## config.mk

```make
export PLATFORM = sky130hd
export DESIGN_NAME = mem_port_arbiter
export DESIGN_NICKNAME = d
export VERILOG_FILES = /design/src/rtl/mem_port_arbiter.sv
export SDC_FILE = /design/constraint.sdc
export NUM_CORES = 1
export LEC_CHECK = 0
export BUFFER_PORTS_ARGS = -buffer_cell sky130_fd_sc_hd__buf_2
export CAP_MARGIN = 20
export CORE_AREA = 2 2 83 85
export CTS_BUF_LIST = sky130_fd_sc_hd__clkbuf_4
export DETAILED_ROUTE_END_ITERATION = 10
export DIE_AREA = 0 0 85 87
export RECOVER_POWER = 50
export SETUP_SLACK_MARGIN = 0.2
export SLEW_MARGIN = 20
export SYNTH_ARGS = -nofsm -noshare
export SYNTH_HDL_FRONTEND = slang
export SYNTH_SLANG_ARGS = --single-unit
```

## constraint.sdc

```tcl
create_clock -name clk -period 2.3 [get_ports clk]
set_input_delay 0.345 -clock clk [delete_from_list [all_inputs] [get_ports clk]]
set_output_delay 0.345 -clock clk [all_outputs]
set_load 0.02 [all_outputs]
```

## src/rtl/mem_port_arbiter.sv

```systemverilog
// mem_port_arbiter: one-access-per-cycle arbiter for the shared 1024x32 RAM.
// Ports: LD/DM/IF req/gnt/rvalid, shared rdata, mem_* to RAM, halt_req/busy.
module mem_port_arbiter #(
  parameter int ADDR_W     = 10,
  parameter int DATA_W     = 32,
  parameter int STARVE_MAX = 4
) (
  input  logic              clk,
  input  logic              rst_n,
  input  logic              halt_req,
  input  logic              ld_req,
  input  logic              ld_we,
  input  logic [ADDR_W-1:0] ld_addr,
  input  logic [DATA_W-1:0] ld_wdata,
  output logic              ld_gnt,
  output logic              ld_rvalid,
  input  logic              dm_req,
  input  logic              dm_we,
  input  logic [ADDR_W-1:0] dm_addr,
  input  logic [DATA_W-1:0] dm_wdata,
  output logic              dm_gnt,
  output logic              dm_rvalid,
  input  logic              if_req,
  input  logic [ADDR_W-1:0] if_addr,
  output logic              if_gnt,
  output logic              if_rvalid,
  output logic [DATA_W-1:0] rdata,
  output logic              mem_en,
  output logic              mem_we,
  output logic [ADDR_W-1:0] mem_addr,
  output logic [DATA_W-1:0] mem_wdata,
  input  logic [DATA_W-1:0] mem_rdata,
  output logic              busy
);

  typedef enum logic [1:0] {
    RUN,
    DRAIN,
    HOLD
  } state_t;

  localparam logic [3:0] SMAX = 4'(STARVE_MAX);

  state_t     state;
  state_t     state_nx;
  logic [3:0] starve_cnt;
  logic       ld_tag;
  logic       dm_tag;
  logic       if_tag;
  logic       run_ok;
  logic       if_pri;

  // Pipeline ports are only eligible in RUN with no halt pending;
  // the loader is served in every state.
  assign run_ok = (state == RUN) && !halt_req;
  assign if_pri = (starve_cnt == SMAX);

  assign ld_gnt = ld_req;
  assign if_gnt = run_ok && !ld_req && if_req
                  && (if_pri || !dm_req);
  assign dm_gnt = run_ok && !ld_req && dm_req
                  && !(if_pri && if_req);

  always_comb begin
    mem_en    = 1'b0;
    mem_we    = 1'b0;
    mem_addr  = '0;
    mem_wdata = '0;
    unique case (1'b1)
      ld_gnt: begin
        mem_en    = 1'b1;
        mem_we    = ld_we;
        mem_addr  = ld_addr;
        mem_wdata = ld_wdata;
      end
      dm_gnt: begin
        mem_en    = 1'b1;
        mem_we    = dm_we;
        mem_addr  = dm_addr;
        mem_wdata = dm_wdata;
      end
      if_gnt: begin
        mem_en   = 1'b1;
        mem_addr = if_addr;
      end
      default: ;
    endcase
  end

  // DRAIN lasts one cycle: no DM/IF grant happens in it, so
  // any pipeline read still in flight completes during it.
  always_comb begin
    state_nx = state;
    unique case (state)
      RUN:     if (halt_req) state_nx = DRAIN;
      DRAIN:   state_nx = HOLD;
      HOLD:    if (!halt_req) state_nx = RUN;
      default: state_nx = RUN;
    endcase
  end

  always_ff @(posedge clk or negedge rst_n) begin
    if (!rst_n) begin
      state <= RUN;
    end else begin
      state <= state_nx;
    end
  end

  always_ff @(posedge clk or negedge rst_n) begin
    if (!rst_n) begin
      starve_cnt <= '0;
    end else if (!if_req || if_gnt) begin
      starve_cnt <= '0;
    end else if (starve_cnt != SMAX) begin
      starve_cnt <= starve_cnt + 4'd1;
    end
  end

  // Owner of the read issued this cycle; RAM data returns next cycle.
  always_ff @(posedge clk or negedge rst_n) begin
    if (!rst_n) begin
      ld_tag <= 1'b0;
      dm_tag <= 1'b0;
      if_tag <= 1'b0;
    end else begin
      ld_tag <= ld_gnt && !ld_we;
      dm_tag <= dm_gnt && !dm_we;
      if_tag <= if_gnt;
    end
  end

  assign ld_rvalid = ld_tag;
  assign dm_rvalid = dm_tag;
  assign if_rvalid = if_tag;
  assign rdata = (ld_tag || dm_tag || if_tag)
                 ? mem_rdata : '0;
  assign busy = (state != RUN);

endmodule

```

==> results of run 1 <==
cells by family after synthesis:
group,Yosys count
compound gates,48
xor+xnor,2
mux,2
buf+inv,20
flops,9
simple gates,57
fa+ha+maj,2
state kept, by name, summed over array words and instances (netlist names):
name        flops
state           2
starve_cnt      4
dm_rvalid       1
if_rvalid       1
ld_rvalid       1
cell type report:
cell class              count  area, um2  area share
repair buffers            233       1610       0.554
multi-input cells         111        920       0.317
flip-flops and latches      9        225      0.0777
well taps                  80        100      0.0345
clock buffers               4       30.0      0.0104
inverters                   5       18.8     0.00647
per-stage QoR:
stage               setup TNS (ps)  cell area, um2  hold WS (ps)  worst slack, ps  power (uW)
global route                 -99.2            2900           242            -29.5        1500
finish                           0            2900           258             35.1        1420
detailed placement               0            2400           206              164        1030
CTS                              0            2670           245             11.5        1310
global placement                 0            2400           209              193        1020
floorplan                        0            1210          49.4              257         711
what timing repair did:
action                     in CTS  in global routing
setup endpoints to repair      46                 46
setup buffers                   4                  2
pin swaps                      14                  8
cloned                          3                  0
hold buffers                    1                  0
resized for setup              37                 67
hold endpoints to repair        9                  0
worst max-delay path by stage:
stage | startpoint | to | slack, ps | cells after the start
after floorplan | starve_cnt[0] | mem_addr[0] | 260 | 7
after global placement | starve_cnt[0] | mem_en | 190 | 7
after detailed placement | starve_cnt[0] | mem_en | 160 | 7
after CTS | starve_cnt[1] | mem_addr[2] | 10 | 7
after global routing | state[0] | mem_addr[2] | -30 | 5
final | state[0] | mem_addr[2] | 40 | 5
routing by layer:
| metal | vias to the layer above | part of all wire | wire length (um) | track usage |
|---|---|---|---|---|
| li1 | 966 | - | - | - |
| met5 | - | 0 | 0 | 0 |
| met1 | 900 | 0.36 | 2280 | 0.162 |
| met3 | 0 | 0.088 | 562 | 0.0161 |
| met4 | 0 | 0 | 0 | 0.0173 |
| met2 | 132 | 0.56 | 3560 | 0.296 |
cell usage after synthesis:
library cell and instances:
buf_6 3, a211oi_1 1, or3_2 1, and2_1 10
nand3b_4 1, or2_2 1, a211oi_4 1, nor3_1 4
ha_1 2, or4_4 1, a221o_2 10, o21ai_0 1
buf_4 1, buf_2 3, nor2_1 2, nor2b_1 34
nand3_1 2, inv_1 5, nor4_1 1, a22o_1 33
dfrtp_1 9, xnor2_1 2, mux2i_1 2, o211a_1 1
clkbuf_1 8, a21oi_1 1
worst max-delay path, cell delays in order, from the launching register on:
cell and delay (ps):
dfrtp_1 420, or4_4 550, a211oi_4 230, buf_6 170
a221o_2 170, buf_6 110
power by group through the flow:
stage	sequential, uW	clock (uW)	combinational [uW]
6_report	241	129	1050
5_1_grt	244	143	1120
4_1_cts	230	135	948
3_5_place_dp	240	0	793
3_3_place_gp	236	0	780
2_1_floorplan	235	0	477
==> impl_metrics.toml, run 1 <==
[timing]
fin_worst_skew_ps = 1.55
timing.final.hold_violations = 0
drv_slew = 0
max_clock_freq_mhz = 442
finalCritPeriodShare = 0.985
min_period_ps = 2260
grt_setup_unrepaired = "yes"
timing.slew.headroom = 0.447
final-setup-viol-count = 0
slew_at_the_pin_closest_to_its_max_slew_limit_ps = 829

[grt]
track_usage = 0.144
grt_pass1_vias = 1824
total_overflow_reported_by_the_global_router = 0
grt_start_max_net_pins = 47
grt_antenna_before_repair = 0
wire_length_of_the_first_global_routing_pass_um = 8550

[critical_path]
reg2reg_slack_ps = 820
crit_path_category = "reg -> out"
r2r_end = "dm_rvalid"
timing.critical_path.arrival_ps = 1920
worst_setup_path_end_kind = "output port"
timing.rr.start = "starve_cnt[0]"
critical_path_peak_fanout = 6
worst-r2r-cell-count = 7
startpoint_type = "flip-flop"
crit_required_ps = 1960

[power_and_ir_drop]
reg_power_frac = 0.170
comb_power_share = 0.739
peakVddDrop_v = 0.000246
power.internal_uw = 816
pwr_density_cell_nw_per_um2 = 489
net-switching-power_uw = 600
power.leakage_uw = 0.00159
power.share.switching = 0.424
power_frac_clock = 0.091

[logic_synthesis]
muxShareOfSynthArea = 0.0166
synth_compound_area_frac = 0.372
synth_largest_area_cell = "a22o_1"
adder_cell_area_share_of_the_yosys_netlist = 0.0207
cell_area_after_synthesis_um2 = 1210
synth_fp_nets = 276
synth.avg_cell_area_um2 = 8.62
post_synth_inst_count = 140
yosys_warnings = 0
yosys.area_share.simple = 0.302
largest_family_of_logic_cells_by_synthesized_area = "compound AO/OA/AOI/OAI gates"
synth_xor_area_frac = 0.0145
synthDominantCellAreaShare = 0.240
post_synthesis_sequential_area_ratio = 0.187
flip_flop_and_latch_count_after_synthesis = 9
post_synth_main_area_contributors = "a22o_1, dfrtp_1, nor2b_1"
post_synth_num_cell_types = 26

[placement]
place.detailed.hpwl_um = 4890
numPortBuffers = 216
dp.cells = 428
routabilityCongestion = 0.792

[layout]
final_common_cell = "buf_2"
proportion_of_layout_cells_with_a_drive_suffix_above_1 = 0.699
finalCoreUtilization = 0.441
area.growth.synth_to_final_pct = 140
final_net_count = 499
final_cell_mix = "buf_2, buf_6, nor2b_1, a22o_1"
fin_cells = 442
layout.filler_cells = 631
antenna-diode-count = 0

[min_path]
whs_path_depth = 2
min_to = "ld_rvalid"
min_path_type = "in -> reg"
hold_path_startpoint = "ld_we"

[clocking]
number_of_levels_the_h_tree_was_split_into = 1
cts_max_path_buffers = 2
clock_tree_from_tritoncts = "yes"
clk-insertion-delay-late_ps = 260
clk_root_buffer_cell = "clkbuf_4"
cts_buffers = 3
cts.sink_count = 9
clk_pin_slew_ps = 60

[flow_run]
max_cap_viol_count = 0

[route]
total_iterations_of_the_first_detailed_routing_run = 4
routed_vias = 1998
avgRoutedWirePerCell_um = 14.5
number_of_design_rule_violations_left_by_the_first_detailed_router_iteration = 40
post_drt_via_cell_ratio = 4.52
final_antenna_violating_net_count = 0
drc = 0
postRouteWirelength_um = 6410

[floorplan]
die-height_um = 87
fp.dieW_um = 85
floorplan.rows = 30
floorplan.core_area_um2 = 6570
die-area_um2 = 7400
initial_util = 0.184
ioPinCount = 217

[status]
run_status = "finished, final reports clean"
Power figures use the tool's default switching activity.
==> inputs of run 2 (changes only) <==
ABC_AREA = 1   (was default)
CORE_AREA = 2 2 85 87   (was 2 2 83 85)
DIE_AREA = 0 0 87 89   (was 0 0 85 87)
==> run 2 against run 1 <==
  * Count of clock-buffer cells in the layout unchanged
  * Highest routed layer is now met4
  * Sequential share of layout area grew 0.48 points
  * Critical endpoint is now if_gnt
  * Critical path type unchanged
  * Power is 18% lower
  * First-iteration DRC count grew 13%
  * Largest cell class unchanged
  * Routed wire length grew 11%
  * Largest power group unchanged
==> impl_metrics.toml, run 2 <==
[power_and_ir_drop]
power.leakage_uw = 0.00182
pwr_density_cell_nw_per_um2 = 427
peakVddDrop_v = 0.000157

[route]
final_antenna_violating_net_count = 0
routed_vias = 2396
avgRoutedWirePerCell_um = 12.4
drc = 0
post_drt_via_cell_ratio = 4.17
number_of_design_rule_violations_left_by_the_first_detailed_router_iteration = 45
postRouteWirelength_um = 7120
total_iterations_of_the_first_detailed_routing_run = 4

[critical_path]
critPathSlowestCell = "dfrtp_1"
cell_breakdown_of_the_critical_path = "inv_2, ha_4, nand3b_1, nand2_2, nand2_4, clkinvlp_4, buf_4, buf_2"
worst-path-buf-inv = 4
crit_required_ps = 1960
critical_path_peak_fanout = 4
timing.rr.start = "starve_cnt[1]"
crit_path_category = "reg -> out"
timing.critical_path.arrival_ps = 1710
worst_setup_path_end_kind = "output port"
family_with_the_most_delay_on_the_worst_path = "buffers and inverters"
startpoint_type = "flip-flop"
worst-r2r-cell-count = 7
r2r_end = "if_rvalid"
slowest_delay_ps = 370
reg2reg_slack_ps = 910

[timing]
timing.slew.headroom = 0.397
setup_ws_ps = 250
drv_slew = 0
timing.final.hold_violations = 0
finalCritPeriodShare = 0.891
finalSetupTns_ps = 0
slew_at_the_pin_closest_to_its_max_slew_limit_ps = 905
min_period_ps = 2050
final-setup-viol-count = 0
grt_setup_unrepaired = "yes"
max_clock_freq_mhz = 488
fin_worst_skew_ps = 1.14

[logic_synthesis]
synth_xor_area_frac = 0.0125
synth.avg_cell_area_um2 = 5.21
muxShareOfSynthArea = 0
post_synthesis_sequential_area_ratio = 0.161
synth_ff_type = "dfrtp_1"
synth_compound_area_frac = 0.00895
synth_fp_nets = 404
synth-edff-count = 0
cell_area_after_synthesis_um2 = 1400
synth_largest_area_cell = "nand2_1"
synthTopCellsByCount = "nand2_1, inv_1, nor2_1"
post_synth_main_area_contributors = "nand2_1, dfrtp_1, inv_1"
post_synth_inst_count = 268
post_synth_num_cell_types = 24
synthDominantCellAreaShare = 0.303
yosys_warnings = 0
adder_cell_area_share_of_the_yosys_netlist = 0.0179
largest_family_of_logic_cells_by_synthesized_area = "simple AND/OR/NAND/NOR gates"
yosys.area_share.simple = 0.620
synth-async-reset-ratio = 1.00
flip_flop_and_latch_count_after_synthesis = 9
yosys.cell_count.top_type = "nand2_1"

[layout]
layout.area.seq_um2 = 225
multi_input_comb_area_um2 = 988
largestRegisters = "starve_cnt: 4 flops, state: 2 flops"
layout.filler_cells = 770
area.growth.synth_to_final_pct = 95.3
proportion_of_layout_cells_with_a_drive_suffix_above_1 = 0.480
final_cell_mix = "buf_2, nand2_1, inv_1, nor2_1, clkbuf_1"
registers.top_by_ff_count = "starve_cnt"
final_net_count = 631
final_common_cell = "buf_2"
antenna-diode-count = 0
number_of_flip_flops_in_the_largest_register = 4

[min_path]
min_path_type = "in -> reg"
whs_path_depth = 2
hold_path_startpoint = "dm_we"
min_to = "dm_rvalid"

[grt]
grt_pass1_vias = 2136
track_usage = 0.160
grt_start_max_net_pins = 46
wire_length_of_the_first_global_routing_pass_um = 9830
grt_antenna_before_repair = 0
total_overflow_reported_by_the_global_router = 0

[floorplan]
fp.dieW_um = 87
die-area_um2 = 7740
die-height_um = 89
floorplan.core_area_um2 = 6720
ioPinCount = 217
floorplan.rows = 30
initial_util = 0.208

[placement]
numPortBuffers = 216
routabilityCongestion = 0.879
dpl_worst_slack_ps = 198
place.detailed.hpwl_um = 5550

[status]
run_status = "finished, final reports clean"

[clocking]
clock_tree_from_tritoncts = "yes"
clk_root_buffer_cell = "clkbuf_4"
cts_buffers = 3
clk-insertion-delay-late_ps = 270
cts.sink_count = 9
number_of_levels_the_h_tree_was_split_into = 1
clk_pin_slew_ps = 60
cts_max_path_buffers = 2

[flow_run]
max_cap_viol_count = 0
run 2: changes by cell type after synthesis, moves of 3 or more:
cell and delta:
nand3_1 +23, inv_1 +35, nand2_2 +13, a221o_2 -10, buf_2 -3, and2_1 -10
nor2_1 +34, a22o_1 -33, nor2b_1 -34, nand2_1 +113
run 2: worst reg2reg max path, stage by stage, from the launching register on:
cell and delay [ps]:
dfrtp_1 370, inv_2 60, ha_4 160, nand3b_1 140, nand2_2 100, nand2_4 100
clkinvlp_4 170, buf_4 180
run 2: report_power, final:
group / internal, uW / switching, uW
Sequential: 188 / 32.9
Clock: 79.0 / 61.2
Combinational: 318 / 488
Total: 585 / 582
run 2: logic make-up (layout without fill, tap and decap cells):
| group | count (synthesis) | after routing |
|---|---|---|
| flops | 9 | 9 |
| simple gates | 199 | 199 |
| buf+inv | 54 | 280 |
| xor+xnor | 2 | 2 |
| fa+ha+maj | 2 | 2 |
| compound gates | 2 | 2 |
run 2: how the worst max path moves through the flow:
stage                  startpoint            end  slack, ps  depth (start not counted)
floorplan           starve_cnt[0]  mem_wdata[22]        480                         10
global placement    starve_cnt[0]   mem_wdata[0]        270                         10
detailed placement  starve_cnt[0]   mem_wdata[9]        200                         10
CTS                      state[1]    mem_addr[6]        210                          8
global route               ld_req   mem_wdata[4]        130                          5
finish              starve_cnt[1]         if_gnt        250                          8
run 2: repair_timing:
action | CTS | global route
resized for setup | 12 | 18
endpoints found under the setup margin | 46 | 45
hold buffers | 1 | 0
pin swaps | 5 | 5
buffers inserted | 8 | 4
endpoints found under the hold margin | 9 | 0
cloned | 2 | 0
run 2: stage by stage:
step / total power (uW) / util / cell area (um2) / instances / hold WS (ps)
after floorplan: 638 / - / 1400 / 268 / 49.4
after global placement: 921 / 0.375 / 2520 / 555 / 211
after detailed placement: 927 / 0.375 / 2520 / 555 / 213
after CTS: 1130 / 0.401 / 2700 / 570 / 254
after global routing: 1260 / 0.406 / 2730 / 574 / 242
final: 1170 / 0.406 / 2730 / 574 / 248
run 2: layout make-up:
class,instances,share of cell area
well taps,80,0.0367
repair inverters,2,0.00871
flip-flops and latches,9,0.0825
clock buffers,4,0.0110
repair buffers,232,0.436
inverters,42,0.0632
multi-input cells,205,0.362
run 2: metal layers:
metal,vias to the layer above,GRT usage,part of all wire
met5,-,0,0
met4,0,0.0497,0.016
met3,10,0.0286,0.10
met2,146,0.307,0.51
met1,1001,0.178,0.37
li1,1239,-,-
